--- src/rtl/superalu_issuer.sv ---
// superalu_issuer: program store and in-order issuer for the super-ALU datapath.
// Words are appended through the load port, then issued over valid/ready on start.
// Operands naming a register above r7 are trapped instead of issued.
// Optional read-after-write interlock (STALL state, gap counter, last-dest register)
// is built only when SUPERALU_ISSUER_HAZARD_EN is defined.
module superalu_issuer #(
   parameter int DEPTH      = 8,
   parameter int HAZARD_GAP = 2
) (
   input  logic                     clk,
   input  logic                     rst,
   input  logic                     load_valid,
   input  logic [47:0]              load_data,
   output logic                     load_ready,
   input  logic                     start,
   input  logic                     abort,
   input  logic                     clear,
   output logic                     inst_valid,
   input  logic                     inst_ready,
   output logic [47:0]              inst,
   output logic                     busy,
   output logic                     done,
   output logic                     err,
   output logic [$clog2(DEPTH)-1:0] pc,
   output logic [$clog2(DEPTH):0]   count
);
   localparam int PW = $clog2(DEPTH);
   localparam int CW = PW + 1;
   localparam logic [CW-1:0] FULL = CW'(DEPTH);

   if (DEPTH < 2 || DEPTH > 256 || (DEPTH & (DEPTH - 1)) != 0 ||
       HAZARD_GAP < 0 || HAZARD_GAP > 15) begin : g_param_check
      $error("superalu_issuer: DEPTH or HAZARD_GAP out of range");
   end

`ifdef SUPERALU_ISSUER_HAZARD_EN
   typedef enum logic [2:0] {IDLE, RUN, STALL, DONE, ERROR} state_t;
   localparam logic [3:0] GAP = 4'(HAZARD_GAP);
`else
   typedef enum logic [2:0] {IDLE, RUN, DONE, ERROR} state_t;
`endif

   state_t          state, state_nxt;
   logic [47:0]     mem [DEPTH];
   logic [PW-1:0]   pc_nxt;
   logic [CW-1:0]   count_nxt;
   logic [47:0]     inst_nxt;
   logic            valid_nxt, done_nxt, err_nxt;
   logic            load_fire, hs, mem_we;
   logic            present;
   logic [PW-1:0]   slot;
   logic [47:0]     slot_word;
`ifdef SUPERALU_ISSUER_HAZARD_EN
   logic [2:0]      last_dest, last_dest_nxt;
   logic            last_vld, last_vld_nxt;
   logic [3:0]      gap_cnt, gap_nxt;
`endif

   // A register operand is malformed when its number does not fit in 3 bits.
   function automatic logic bad_operand(input logic [47:0] w);
      return (w[38] && (|w[37:33])) || (w[29] && (|w[28:24])) ||
             (w[20] && (|w[19:15])) || (w[11] && (|w[10:6]));
   endfunction

`ifdef SUPERALU_ISSUER_HAZARD_EN
   // True when any register operand of w reads register r.
   function automatic logic reads_reg(input logic [47:0] w, input logic [2:0] r);
      return (w[38] && w[32:30] == r) || (w[29] && w[23:21] == r) ||
             (w[20] && w[14:12] == r) || (w[11] && w[5:3] == r);
   endfunction
`endif

   assign load_ready = (state == IDLE) && (count < FULL);
   assign load_fire  = load_valid && load_ready;
   assign mem_we     = load_fire && !clear;
   assign hs         = inst_valid && inst_ready;
`ifdef SUPERALU_ISSUER_HAZARD_EN
   assign busy = (state == RUN) || (state == STALL);
`else
   assign busy = (state == RUN);
`endif

   // Next-state decode. Any transition that lands on a new slot goes through the
   // 'present' step, so the word is vetted on the same edge it would be offered.
   always_comb begin
      state_nxt = state;
      pc_nxt    = pc;
      count_nxt = count;
      inst_nxt  = inst;
      valid_nxt = inst_valid;
      done_nxt  = done;
      err_nxt   = err;
      present   = 1'b0;
      slot      = pc;
`ifdef SUPERALU_ISSUER_HAZARD_EN
      last_dest_nxt = last_dest;
      last_vld_nxt  = last_vld;
      gap_nxt       = (gap_cnt != 4'd0) ? gap_cnt - 4'd1 : 4'd0;
`endif
      if (clear) begin
         state_nxt = IDLE;
         count_nxt = '0;
         pc_nxt    = '0;
         done_nxt  = 1'b0;
         err_nxt   = 1'b0;
         valid_nxt = 1'b0;
      end else if (abort && busy) begin
         state_nxt = IDLE;
         pc_nxt    = '0;
         valid_nxt = 1'b0;
      end else if (load_fire) begin
         count_nxt = count + 1'b1;
      end else if (start && (count != '0) &&
                   (state == IDLE || state == DONE || state == ERROR)) begin
         done_nxt = 1'b0;
         err_nxt  = 1'b0;
         present  = 1'b1;
         slot     = '0;
`ifdef SUPERALU_ISSUER_HAZARD_EN
         last_vld_nxt = 1'b0;
`endif
      end else if (hs) begin
         valid_nxt = 1'b0;
`ifdef SUPERALU_ISSUER_HAZARD_EN
         last_dest_nxt = inst[2:0];
         last_vld_nxt  = 1'b1;
         gap_nxt       = GAP;
`endif
         if ({1'b0, pc} == count - 1'b1) begin
            state_nxt = DONE;
            done_nxt  = 1'b1;
         end else begin
            present = 1'b1;
            slot    = pc + 1'b1;
         end
`ifdef SUPERALU_ISSUER_HAZARD_EN
      end else if (state == STALL && gap_nxt == 4'd0) begin
         present = 1'b1;
`endif
      end

      slot_word = mem[slot];
      if (present) begin
         pc_nxt    = slot;
         valid_nxt = 1'b0;
         if (bad_operand(slot_word)) begin
            state_nxt = ERROR;
            err_nxt   = 1'b1;
         end
`ifdef SUPERALU_ISSUER_HAZARD_EN
         else if (last_vld_nxt && gap_nxt != 4'd0 && reads_reg(slot_word, last_dest_nxt)) begin
            state_nxt = STALL;
         end
`endif
         else begin
            state_nxt = RUN;
            valid_nxt = 1'b1;
            inst_nxt  = slot_word;
         end
      end
   end

   // State and all registered outputs.
   always_ff @(posedge clk or posedge rst) begin
      if (rst) begin
         state      <= IDLE;
         pc         <= '0;
         count      <= '0;
         inst       <= '0;
         inst_valid <= 1'b0;
         done       <= 1'b0;
         err        <= 1'b0;
`ifdef SUPERALU_ISSUER_HAZARD_EN
         last_dest  <= '0;
         last_vld   <= 1'b0;
         gap_cnt    <= '0;
`endif
      end else begin
         state      <= state_nxt;
         pc         <= pc_nxt;
         count      <= count_nxt;
         inst       <= inst_nxt;
         inst_valid <= valid_nxt;
         done       <= done_nxt;
         err        <= err_nxt;
`ifdef SUPERALU_ISSUER_HAZARD_EN
         last_dest  <= last_dest_nxt;
         last_vld   <= last_vld_nxt;
         gap_cnt    <= gap_nxt;
`endif
      end
   end

   // Program store: append at slot 'count'; contents are data and are not reset.
   always_ff @(posedge clk) begin
      if (mem_we) mem[count[PW-1:0]] <= load_data;
   end

endmodule

--- config.mk ---
export PLATFORM = sky130hd
export DESIGN_NAME = superalu_issuer
export DESIGN_NICKNAME = d
export VERILOG_FILES = /design/src/rtl/superalu_issuer.sv
export SDC_FILE = /design/constraint.sdc
export NUM_CORES = 1
export LEC_CHECK = 0
export ABC_AREA = 1
export CAP_MARGIN = 20
export CORE_ASPECT_RATIO = 0.9
export CORE_MARGIN = 3
export CORE_UTILIZATION = 64
export DETAILED_ROUTE_END_ITERATION = 10
export GPL_ROUTABILITY_DRIVEN = 0
export PLACE_DENSITY = 0.85
export SYNTH_ARGS = -nofsm -noshare
export SYNTH_HDL_FRONTEND = slang
export SYNTH_SLANG_ARGS = --single-unit
export TNS_END_PERCENT = 100
--- constraint.sdc ---
create_clock -name clk -period 7.53 [get_ports clk]
set_input_delay 1.506 -clock clk [delete_from_list [all_inputs] [get_ports clk]]
set_output_delay 1.506 -clock clk [all_outputs]
set_load 0.05 [all_outputs]
* Yosys cells after proc, flatten, opt, wreduce, memory -nomap -nowiden *
Memories as Yosys holds them, arrays and structs flattened.
Index checks and enable logic that the tools add are counted.

word-level totals
  memories = 1
  memory bits (writable) = 384
  word-level logic and storage cells = 102
  bits in registers = 61
  bits of input ports = 55
  output and inout bits = 60

cells by class
  order comparisons = 1
  add/subtract/negate cells = 3
  mux-type cells = 47
  equal/unequal tests = 8
  bitwise operators = 1
  reductions and logical operators = 34

memory list
  memory  words  bits a word  read ports  clocked after memory_dff  wr ports  RTL line  RTL
  mem     8      48           1           0                         1         44        logic [47:0] mem [DEPTH];

operator list
  operator                                                               count
  3-bit 2-to-1 mux                                                       16
  1-bit 2-to-1 mux                                                       27
  5-bit OR reduction                                                     4
  4-bit 2-to-1 mux                                                       3
  4-bit nonzero test                                                     3
  1-bit logical AND                                                      11
  3-bit nonzero test                                                     3
  4-bit AND reduction                                                    2
  3-bit by 2-bit equality test with 1-bit output, second input constant  2
  1-bit logical OR                                                       5
  4-bit by 1-bit adder with 4-bit output, second input constant          1
  3-bit by 4-bit equality test with 1-bit output                         1
  4-bit < comparator, second input constant                              1
  2-bit != test, second input constant                                   2
  4-bit by 2-bit != test with 1-bit output, second input constant        1
  4-bit != test, second input constant                                   1
  2-bit AND reduction                                                    2
  4-bit by 1-bit subtractor with 4-bit output, second input constant     1
  3-bit by 1-bit adder with 3-bit output, second input constant          1
  3-bit by 1-bit equality test with 1-bit output, second input constant  1
  3-bit zero test                                                        1
  3-bit AND reduction                                                    1
  2-bit 2-to-1 mux                                                       1
  2-bit nonzero test                                                     1
  2 further kinds                                                        2

* Logic depth before layout (Yosys ltp) *
Gate-level depths: netlist of the first run.
An unclocked memory read counts as a cell.

  word-level depth = 16
  depth in mapped cells = 27
  depth with buffers taken out = 24

* Worst setup path before layout of the first run *
Ideal clock, no wire load.

  path type = input port to flip-flop
  from = in load_valid
  to = mem mem[6][0], enable pin
  setup time = 0.513 ns
  path slack = 1.821 ns
  data required time = 7.017 ns
  buffers on the path = 0
  arrival time = 5.196 ns
  stages = 4
  path through = nand3_2 > nor2_1 > nand2_1 > nor3_1

between the ends
  word-level cells in the longest chain between the ends = 4

RTL lines
  element                                 RTL line  RTL
  start: declaration                      12        input logic load_valid,
  1-bit logical AND                       74        assign load_fire = load_valid && load_ready;
  1-bit logical AND                       75        assign mem_we = load_fire && !clear;
  1-bit 2-to-1 mux                        196       if (mem_we) mem[count[PW-1:0]] <= load_data;
  1-bit 2-to-1 mux (implied by the code)  196
  end: declaration                        44

Every way passes these cells.

* Final worst setup path of the first run *
  from = in clear
  to = reg inst[41]

between the ends
  word-level cells in the longest chain between the ends = 9
  elaborated cells between the ends (all ways) = 16
  classes of those cells = 2 x mux; 1 x bitwise; 12 x reduce/logical; 1 x memory

RTL lines
  element                               RTL line  RTL
  start: declaration                    17        input logic clear,
  3-bit 2-to-1 mux                      100       if (clear) begin
  memory 8 x 48 bit                     -
  5-bit OR reduction                    61        return (w[38] && (|w[37:33])) || (w[29] && (|w[28:24])) ||
  1-bit logical AND                     61
  1-bit logical OR (2 in a row)         61
  1-bit logical OR                      62        (w[20] && (|w[19:15])) || (w[11] && (|w[10:6]));
  1-bit NOT (no source line)            -
  2-bit AND reduction (no source line)  -
  end signal: assignment                182       inst <= inst_nxt;
  end: declaration                      20        output logic [47:0] inst,

Several ways; a longest one is shown, not always the timed one.
A chain may end at the register's enable or synchronous reset.

==> qor.csv, run 1 <==
metric,value,unit
cts_buffer_depth,3,
ir_worst_vdd,0.0002163,V
cts_tree,done,
die-area,0.03059,mm²
drv_cap,0,
relSlewSlack,20.84,%
die_h,166.2,µm
dr.pass1.iters,6,
hp-class,flip-flop to flip-flop,
final.period_utilization,74.17,%
drive_gt1_share,8.748,%
path_clk_slew,0.06,ns
grt_use_total,30.03,%
rows,58,
p_leak,8.410,nW
drt_wl_total,46.37,mm
io_buffers,114,
vias,12930,
syn_nets,1608,
fp.dieW,184.0,µm
path_class,primary input to flip-flop,
viasPerCell,6.369,
cts_resized,0,
cts_setup_buffers,0,
antenna_found_initial,1,
placed_cells,1951,
fmax,179.1,MHz
synth_top_area_share,63.17,%
cp-start-kind,primary input,
area_growth,15.74,%
yosys-top-cells-area,"edfxtp_1 (63%), dfrtp_1 (8.2%), nand2_1 (7.5%), nand3_1 (3.9%), a21oi_1 (3.1%)",
dp_hpwl,24.32,mm
routedWlPerCell,22.84,µm
setup_viol,0,
stdcell_count,2030,
h-tree-depth,2,
yosysSeqAreaShare,71.39,%
worst_pin_slew,1.187,ns
clock_skew,0.02115,ns
first_iter_violations,1897,
fillers,1637,
synth_area,0.01826,mm²
fin_tns_setup,0,ns
grt-ovfl-total,0,
grt_max_degree,219,
grt_setup_unrepaired,false,
status,"finished, final reports clean",
syn_inst,1550,
cts_root_buffer,clkbuf_16,
clk_latency,0.55,ns
worst_ep_required_time,8.00,ns
cts_buffers,42,
start_util,65.17,%
detail-route-antenna-nets,0,
drc,0,
io_pins,115,
grt_pass1_wl,71.01,mm
synth_area_leader_cell,edfxtp_1,
critPathMaxFanout,218,
slew_violations,0,
cts.sinks,444,
synth_area_per_cell,11.78,µm²
fin_crit,5.585,ns
synth.distinct_cells,30,
first_global_vias,12980,
holdBufCountCts,0,
ys.warnings.count,0,
hold_viol_final,0,
power_density,260.7,mW/mm²
end_kind,flip-flop,
core-area,0.02801,mm²
crit_arrival,6.06,ns
final_nets,1694,
synth-seq-cells,444,
## cell families (layout without fill, tap and decap cells)
family / count (synthesis) / after routing / synth area share [%]
buf+inv: 238 / 357 / 5.490
simple gates: 639 / 639 / 15.48
flops: 444 / 444 / 71.39
fa+ha+maj: 3 / 3 / 0.2056
other cells: 0 / 1 / 0
compound gates: 224 / 224 / 7.341
xor+xnor: 2 / 2 / 0.09597
## cell usage after synthesis (all sizes together)
cell,n
edfxtp,384
nand2,366
nand3,147
inv,142
a21oi,113
buf,65
dfrtp,60
nand4,50
nor2,49
a221oi,48
o21ai,46
clkbuf,31
or2,24
o211ai,11
o22ai,4
ha,3
nor3,3
xnor2,2
a31oi,1
o211a,1
## flip-flops by register name, summed over array words and instances, names as in the netlist
signal,count
mem,384
inst,48
count,4
pc,3
state,2
done,1
err,1
inst_valid,1
## metrics by stage
| step | total power [mW] | instance area, µm² | util [%] | worst slack, ns | hold slack [ns] |
|---|---|---|---|---|---|
| global route | 5.662 | 21130 | 75.43 | 1.798 | 0.5100 |
| floorplan | 3.134 | 18260 | - | 1.821 | 0.5524 |
| global placement | 3.335 | 19660 | 70.19 | 1.849 | 0.4575 |
| finish | 5.508 | 21130 | 75.43 | 1.945 | 0.4804 |
| CTS | 5.507 | 21110 | 75.35 | 2.156 | 0.4801 |
| detailed placement | 3.353 | 19660 | 70.19 | 1.666 | 0.4639 |
## cells in the final DEF, fill, tap and decap left out, types with 4 or more instances in the layout
cell	n
clkbuf_1	6
o211ai_1	11
nand4_1	49
inv_2	7
a221oi_1	48
bufinv_16	5
a21oi_1	113
o21ai_1	14
nor2_4	10
clkinv_2	7
clkdlybuf4s50_1	114
nor2_1	39
nand3_2	4
inv_1	134
o21ai_0	32
nand3_1	141
edfxtp_1	384
or2_2	24
clkbuf_8	8
nand2_1	363
o22ai_1	4
buf_4	21
clkbuf_16	42
dfrtp_1	60
## metal layers
layer | part of all wire, % | GRT usage [%] | up-vias
met5 | 0 | 0 | -
met4 | 3.8 | 13.08 | 0
met3 | 11 | 5.475 | 143
met2 | 50 | 48.99 | 899
met1 | 36 | 40.09 | 6248
li1 | - | - | 5639
## power by group
group          switching [mW]  total, mW  internal [mW]
sequential             0.0480       2.80           2.75
combinational           0.355      0.510          0.156
clock                   0.911       2.20           1.28
total                    1.31       5.51           4.19
## worst paths after layout
kind                                       from              endpoint  slack, ns  cells after the start
setup / recovery                          clear  inst[41]$_DFFE_PP0P_       1.95                     20
hold / removal             inst[39]$_DFFE_PP0P_  inst[39]$_DFFE_PP0P_       0.48                      2
setup reg to reg           count[0]$_DFFE_PP0P_  inst[41]$_DFFE_PP0P_       2.51                     22
hold reg to reg            inst[39]$_DFFE_PP0P_  inst[39]$_DFFE_PP0P_       0.48                      2
max in group asynchronous                   rst   inst[8]$_DFFE_PP0P_       5.41                      3
min in group asynchronous                   rst  inst[30]$_DFFE_PP0P_       1.55                      3
## area by class of cell
type / count / area [µm²] / share of cell area, %
Antenna cell: 1 / 2.502 / 0.01184
Clock buffer: 56 / 1184 / 5.602
Clock inverter: 21 / 261.5 / 1.238
Inverter: 142 / 534.3 / 2.529
Multi-Input combinational cell: 868 / 4305 / 20.38
Sequential cell: 444 / 13030 / 61.68
Tap cell: 360 / 450.4 / 2.132
Timing Repair Buffer: 138 / 1359 / 6.431
## worst max-delay path, cell delays in order
cell and delay, ns:
clkdlybuf4s50_1 0.42, inv_1 0.19, nand2_1 0.13, nor2_4 0.16, nand3_2 0.13, nand2_2 0.12, nand3_4 0.11, buf_12 0.26
a21oi_1 0.41, o21ai_0 0.15, nand2_1 0.12, inv_1 0.04, o21ai_1 0.44, o21ai_1 0.20, o21ai_1 0.18, nor2_4 0.06
nand2_2 0.40, buf_4 0.44, nand2_1 0.10, nand2_1 0.09
Note: power is estimated with default switching activity, not from simulation.
==> run 2, diff against run 1 <==
--- a/config.mk
+++ b/config.mk
@@ -9,10 +9,10 @@
 export CAP_MARGIN = 20
 export CORE_ASPECT_RATIO = 0.9
 export CORE_MARGIN = 3
-export CORE_UTILIZATION = 64
+export CORE_UTILIZATION = 59
 export DETAILED_ROUTE_END_ITERATION = 10
 export GPL_ROUTABILITY_DRIVEN = 0
-export PLACE_DENSITY = 0.85
+export PLACE_DENSITY = 0.79
 export SYNTH_ARGS = -nofsm -noshare
 export SYNTH_HDL_FRONTEND = slang
 export SYNTH_SLANG_ARGS = --single-unit
==> constraint.sdc (replaced) <==
create_clock -name clk -period 5.4 [get_ports clk]
set_input_delay 1.08 -clock clk [delete_from_list [all_inputs] [get_ports clk]]
set_output_delay 1.08 -clock clk [all_outputs]
set_load 0.05 [all_outputs]
==> qor.csv, run 2 (same netlist as run 1, synthesis figures left out) <==
metric,value,unit,change
status,"finished, final reports clean",,unchanged
drt_wl_total,44.16,mm,was 46.37 mm
cp_cell_sequence,"clkdlybuf4s50_1, inv_1, nand2_1, nor2_4, nand4_2, nand3_4, clkinv_2, o21ai_0, o21ai_0, nand2_1, o21ai_1, o21ai_1, o21ai_1, nor2_4, buf_4, nand3_1, nand2_1",,"was clkdlybuf4s50_1, inv_1, nand2_1, nor2_4, nand3_2, nand2_2, nand3_4, buf_12, a21oi_1, o21ai_0, nand2_1, inv_1, o21ai_1, o21ai_1, o21ai_1, nor2_4, nand2_2, buf_4, nand2_1, nand2_1"
detail-route-antenna-nets,0,,unchanged
final.period_utilization,84.39,%,
die_h,172.9,µm,was 166.2 µm
cts_buffer_depth,3,,unchanged
dpl_cell_area,0.01982,mm²,was 0.01966 mm²
reg2reg_depth,19,,was 22
grt_use_total,26.76,%,was 30.03%
wl_met3,4.846,mm,was 4.960 mm
routed.top_layer,met4,,unchanged
viasPerCell,6.067,,was 6.369
rows,60,,was 58
dp_hpwl,24.76,mm,was 24.32 mm
rr_endpoint,inst[10]$_DFFE_PP0P_,,was inst[41]$_DFFE_PP0P_
final_nets,1703,,was 1694
routedWlPerCell,21.23,µm,was 22.84 µm
start_util,60.49,%,was 65.17%
cts_setup_buffers,0,,unchanged
power,7.425,mW,was 5.508 mW
fmax,219.4,MHz,
wl_met1,17.39,mm,was 16.61 mm
grt-ovfl-total,0,,unchanged
drc,0,,unchanged
end_kind,flip-flop,,unchanged
relSlewSlack,30.36,%,was 20.84%
critPathMaxFanout,48,,was 218
dr.pass1.iters,5,,was 6
slew_violations,0,,unchanged
grt_pass1_wl,68.79,mm,was 71.01 mm
min_path_cells,2,,unchanged
cts_root_buffer,clkbuf_16,,unchanged
crit_arrival,5.04,ns,was 6.06 ns
cp_slowest_cell,clkinv_2,,was o21ai_1
stdcell_count,2080,,was 2030
vias,12620,,was 12930
area_growth,15.81,%,was 15.74%
fin_tns_setup,0,ns,unchanged
cp-start-kind,primary input,,unchanged
core-area,0.03018,mm²,was 0.02801 mm²
fp.dieW,191.4,µm,was 184.0 µm
stdcell_area,0.02114,mm²,was 0.02113 mm²
layout_common_cells,"edfxtp_1 (384), nand2_1 (363), nand3_1 (141), inv_1 (133), clkdlybuf4s50_1 (114)",,"was edfxtp_1 (384), nand2_1 (363), nand3_1 (141), inv_1 (134), clkdlybuf4s50_1 (114)"
hp-class,flip-flop to flip-flop,,unchanged
drv_cap,0,,unchanged
h-tree-depth,2,,unchanged
p_leak,8.387,nW,was 8.410 nW
hold_viol_final,0,,unchanged
dr_wl_met2,20.65,mm,was 23.01 mm
r2r-start,count[0]$_DFFE_PP0P_,,unchanged
holdBufCountCts,0,,unchanged
power_density,351.2,mW/mm²,was 260.7 mW/mm²
path_class,primary input to flip-flop,,unchanged
max_stage_delay,0.53,ns,was 0.44 ns
drive_gt1_share,8.771,%,was 8.748%
clk_latency,0.55,ns,about the same
ir_worst_vdd,0.0002301,V,was 0.0002163 V
cts_buffers,43,,was 42
io_buffers,114,,unchanged
largest_reg_flops,384,,unchanged
worst_ep_required_time,5.88,ns,was 8.00 ns
first_global_vias,12290,,was 12980
die-area,0.03309,mm²,was 0.03059 mm²
fin_crit,4.557,ns,
grt_max_degree,96,,was 219
hp-start,inst[32]$_DFFE_PP0P_,,was inst[39]$_DFFE_PP0P_
min_to,inst[32]$_DFFE_PP0P_,,was inst[39]$_DFFE_PP0P_
worst_pin_slew,1.039,ns,was 1.187 ns
reg2reg_setup_slack,0.87,ns,was 2.51 ns
clock_skew,0.02592,ns,was 0.02115 ns
antenna_found_initial,1,,unchanged
grt_setup_unrepaired,false,,unchanged
placed_cells,2003,,was 1951
cts.sinks,444,,unchanged
io_pins,115,,unchanged
layout_commonest_cell,edfxtp_1,,unchanged
path_clk_slew,0.07,ns,was 0.06 ns
setup_viol,0,,unchanged
first_iter_violations,1500,,was 1897
cts_resized,0,,unchanged
cts_tree,done,,unchanged
run 2: power breakdown:
part,internal (mW),total [mW],switching [mW],leakage (nW)
Clock,1.58,2.81,1.23,0.650
Sequential,3.84,3.92,0.0776,4.28
Combinational,0.217,0.701,0.484,3.45
run 2: metal layers:
layer / up-vias / global-route usage (%)
li1: 5651 / -
met1: 6045 / 38.88
met2: 807 / 41.55
met3: 116 / 4.399
met4: 0 / 9.600
met5: - / 0
run 2: worst max path at each step:
stage	start	end	slack, ns	cells past startpoint
2_1_floorplan	load_valid	mem[6][0]$_DFFE_PP_	0.12	4
3_3_place_gp	clear	inst[13]$_DFFE_PP0P_	0.67	20
3_5_place_dp	clear	inst[36]$_DFFE_PP0P_	0.53	20
4_1_cts	clear	inst[10]$_DFFE_PP0P_	0.97	17
5_1_grt	count[0]$_DFFE_PP0P_	inst[10]$_DFFE_PP0P_	0.53	19
6_report	clear	inst[10]$_DFFE_PP0P_	0.84	17
run 2: area by class of cell:
type / count / area [µm²]
antenna: 1 / 2.502
clock buffer: 59 / 1209
clock inverter: 17 / 110.1
fill: 2000 / 9037
inverter: 142 / 534.3
multi-input combinational: 868 / 4305
sequential: 444 / 13030
tap: 403 / 504.2
timing repair buffer: 146 / 1444
run 2: critical path, delay by kind of cell:
| family | cells | cell delay (ns) |
|---|---|---|
| compound gates | 5 | 0.98 |
| buf+inv | 4 | 1.66 |
| simple gates | 8 | 1.27 |
run 2: per-stage QoR:
step / setup WS (ns) / util (%) / hold slack, ns
after global placement: 0.6678 / 65.68 / 0.4563
after floorplan: 0.1175 / - / 0.5524
after CTS: 0.9744 / 70.05 / 0.4751
after global routing: 0.5323 / 70.05 / 0.5030
final: 0.8431 / 70.05 / 0.4706
after detailed placement: 0.5317 / 65.68 / 0.4595
==> run 3, diff against run 2 <==
==> constraint.sdc (replaced) <==
create_clock -name clk -period 4.3 [get_ports clk]
set_input_delay 0.86 -clock clk [delete_from_list [all_inputs] [get_ports clk]]
set_output_delay 0.86 -clock clk [all_outputs]
set_load 0.05 [all_outputs]
==> qor.csv, run 3 (same netlist as run 1, synthesis figures left out) <==
metric,value,unit,change
status,"finished, final reports clean",,unchanged
final_nets,1716,,was 1703
drive_gt1_share,9.515,%,was 8.771%
grt_max_degree,103,,was 96
diodes,0,,was 1
rows,60,,unchanged
area_growth,17.44,%,was 15.81%
drv_cap,0,,unchanged
relSlewSlack,53.96,%,was 30.36%
h-tree-depth,2,,unchanged
grt-ovfl-total,0,,unchanged
routedWlPerCell,21.13,µm,was 21.23 µm
cts_resized,0,,unchanged
reg2reg_depth,20,,was 19
cts_setup_buffers,0,,unchanged
critPathMaxFanout,102,,was 48
cp-start-kind,flip-flop,,was primary input
start_util,60.49,%,unchanged
slew_violations,0,,unchanged
cts_buffer_depth,3,,unchanged
r2r-start,count[0]$_DFFE_PP0P_,,unchanged
cts.sinks,444,,unchanged
reg2reg_setup_slack,0.34,ns,was 0.87 ns
path_class,flip-flop to flip-flop,,was primary input to flip-flop
grt_pass1_wl,69.04,mm,was 68.79 mm
grt_setup_unrepaired,false,,unchanged
cts_tree,done,,unchanged
clk_latency,0.54,ns,was 0.55 ns
cp_slowest_cell,dfrtp_1,,was clkinv_2
die_h,172.9,µm,unchanged
die-area,0.03309,mm²,unchanged
path_clk_slew,0.06,ns,was 0.07 ns
power_density,445.2,mW/mm²,was 351.2 mW/mm²
end_kind,flip-flop,,unchanged
worst_pin_slew,0.6906,ns,was 1.039 ns
fp.dieW,191.4,µm,unchanged
largest_reg_flops,384,,unchanged
place_ws,0.1675,ns,was 0.5317 ns
first_iter_violations,1424,,was 1500
ir_worst_vdd,0.0003863,V,was 0.0002301 V
cp_cell_sequence,"inv_1, ha_1, xnor2_1, nor2_1, nand3_2, nand3_2, nand2_2, nand3_4, buf_12, nand2_1, o211ai_1, nand3_1, nand2_1, nand2_1, o21ai_1, o21ai_1, nor2_4, buf_4, nand3_1, nand2_1",,"was clkdlybuf4s50_1, inv_1, nand2_1, nor2_4, nand4_2, nand3_4, clkinv_2, o21ai_0, o21ai_0, nand2_1, o21ai_1, o21ai_1, o21ai_1, nor2_4, buf_4, nand3_1, nand2_1"
io_pins,115,,unchanged
holdBufCountCts,0,,unchanged
stdcell_count,2095,,was 2080
drt_wl_total,44.27,mm,was 44.16 mm
min_path_cells,2,,unchanged
viasPerCell,6.013,,was 6.067
drc,0,,unchanged
core-area,0.03018,mm²,unchanged
setup.worst_path.end,inst[10]$_DFFE_PP0P_,,unchanged
hold_viol_final,0,,unchanged
fmax,252.6,MHz,
first_global_vias,12200,,was 12290
rr_endpoint,inst[10]$_DFFE_PP0P_,,unchanged
crit_arrival,4.43,ns,was 5.04 ns
max_stage_delay,0.47,ns,was 0.53 ns
vias,12600,,was 12620
cts_buffers,43,,unchanged
antenna_found_initial,3,,was 1
dr.pass1.iters,5,,unchanged
fin_crit,3.959,ns,
io_buffers,114,,unchanged
cts_root_buffer,clkbuf_16,,unchanged
fin_tns_setup,0,ns,unchanged
hp-class,flip-flop to flip-flop,,unchanged
crit_top_cell,nand2_1,,
placed_cells,2015,,was 2003
layout_common_cells,"edfxtp_1 (384), nand2_1 (363), nand3_1 (141), inv_1 (134), clkdlybuf4s50_1 (114)",,"was edfxtp_1 (384), nand2_1 (363), nand3_1 (141), inv_1 (133), clkdlybuf4s50_1 (114)"
layout_commonest_cell,edfxtp_1,,unchanged
p_leak,8.570,nW,was 8.387 nW
final.period_utilization,92.08,%,
grt_use_total,26.71,%,was 26.76%
detail-route-antenna-nets,0,,unchanged
cp-startpoint,count[0]$_DFFE_PP0P_,,was clear
worst_ep_required_time,4.77,ns,was 5.88 ns
setup_viol,0,,unchanged
dp_hpwl,24.78,mm,was 24.76 mm
clock_skew,0.01445,ns,was 0.02592 ns
fin_ws,0.3405,ns,was 0.8431 ns
-- run 3: area by class of cell --
class | instances | area [µm²]
clock buffer | 60 | 1211
inverter | 142 | 534.3
sequential | 444 | 13030
clock inverter | 19 | 203.9
fill | 1975 | 8740
tap | 403 | 504.2
timing repair buffer | 159 | 1642
multi-input combinational | 868 | 4312
-- run 3: through the flow --
stage | utilization (%) | area, µm² | total power [mW] | hold slack (ns)
3_5_place_dp | 66.29 | 20000 | 5.878 | 0.4572
5_1_grt | 71.04 | 21440 | 9.822 | 0.5060
6_report | 71.04 | 21440 | 9.545 | 0.4732
2_1_floorplan | - | 18260 | 5.488 | 0.5524
3_3_place_gp | 66.29 | 20000 | 5.856 | 0.4573
4_1_cts | 70.97 | 21420 | 9.571 | 0.4719
-- run 3: power breakdown --
part	switching [mW]	internal (mW)	total (mW)
sequential	0.0915	4.82	4.91
clock	1.53	2.21	3.74
combinational	0.607	0.280	0.887
total	2.23	7.31	9.54
-- run 3: how the worst min path moves through the flow --
| stage | from | slack, ns | end |
|---|---|---|---|
| floorplan | state[1]$_DFFE_PP0P_ | 0.55 | state[1]$_DFFE_PP0P_ |
| global placement | inst[29]$_DFFE_PP0P_ | 0.46 | inst[29]$_DFFE_PP0P_ |
| detailed placement | inst[29]$_DFFE_PP0P_ | 0.46 | inst[29]$_DFFE_PP0P_ |
| CTS | inst[29]$_DFFE_PP0P_ | 0.47 | inst[29]$_DFFE_PP0P_ |
| global route | inst[39]$_DFFE_PP0P_ | 0.51 | inst[39]$_DFFE_PP0P_ |
| finish | inst[32]$_DFFE_PP0P_ | 0.47 | inst[32]$_DFFE_PP0P_ |
-- run 3: layer usage --
metal / track usage (%) / routed length, µm
met1: 38.74 / 17320
met2: 42.23 / 21230
met3: 4.521 / 4592
met4: 7.949 / 1090
met5: 0 / 42
-- run 3: critical path, delay by kind of cell (launching register included) --
family	cells	cell delay [ns]
xor gates and xnor gates	1	0.13
AOI/OAI and AO/OA	3	0.48
DFF	1	0.47
and+or+nand+nor	12	1.52
buffers and inverters	3	0.84
adders and majority gates	1	0.36
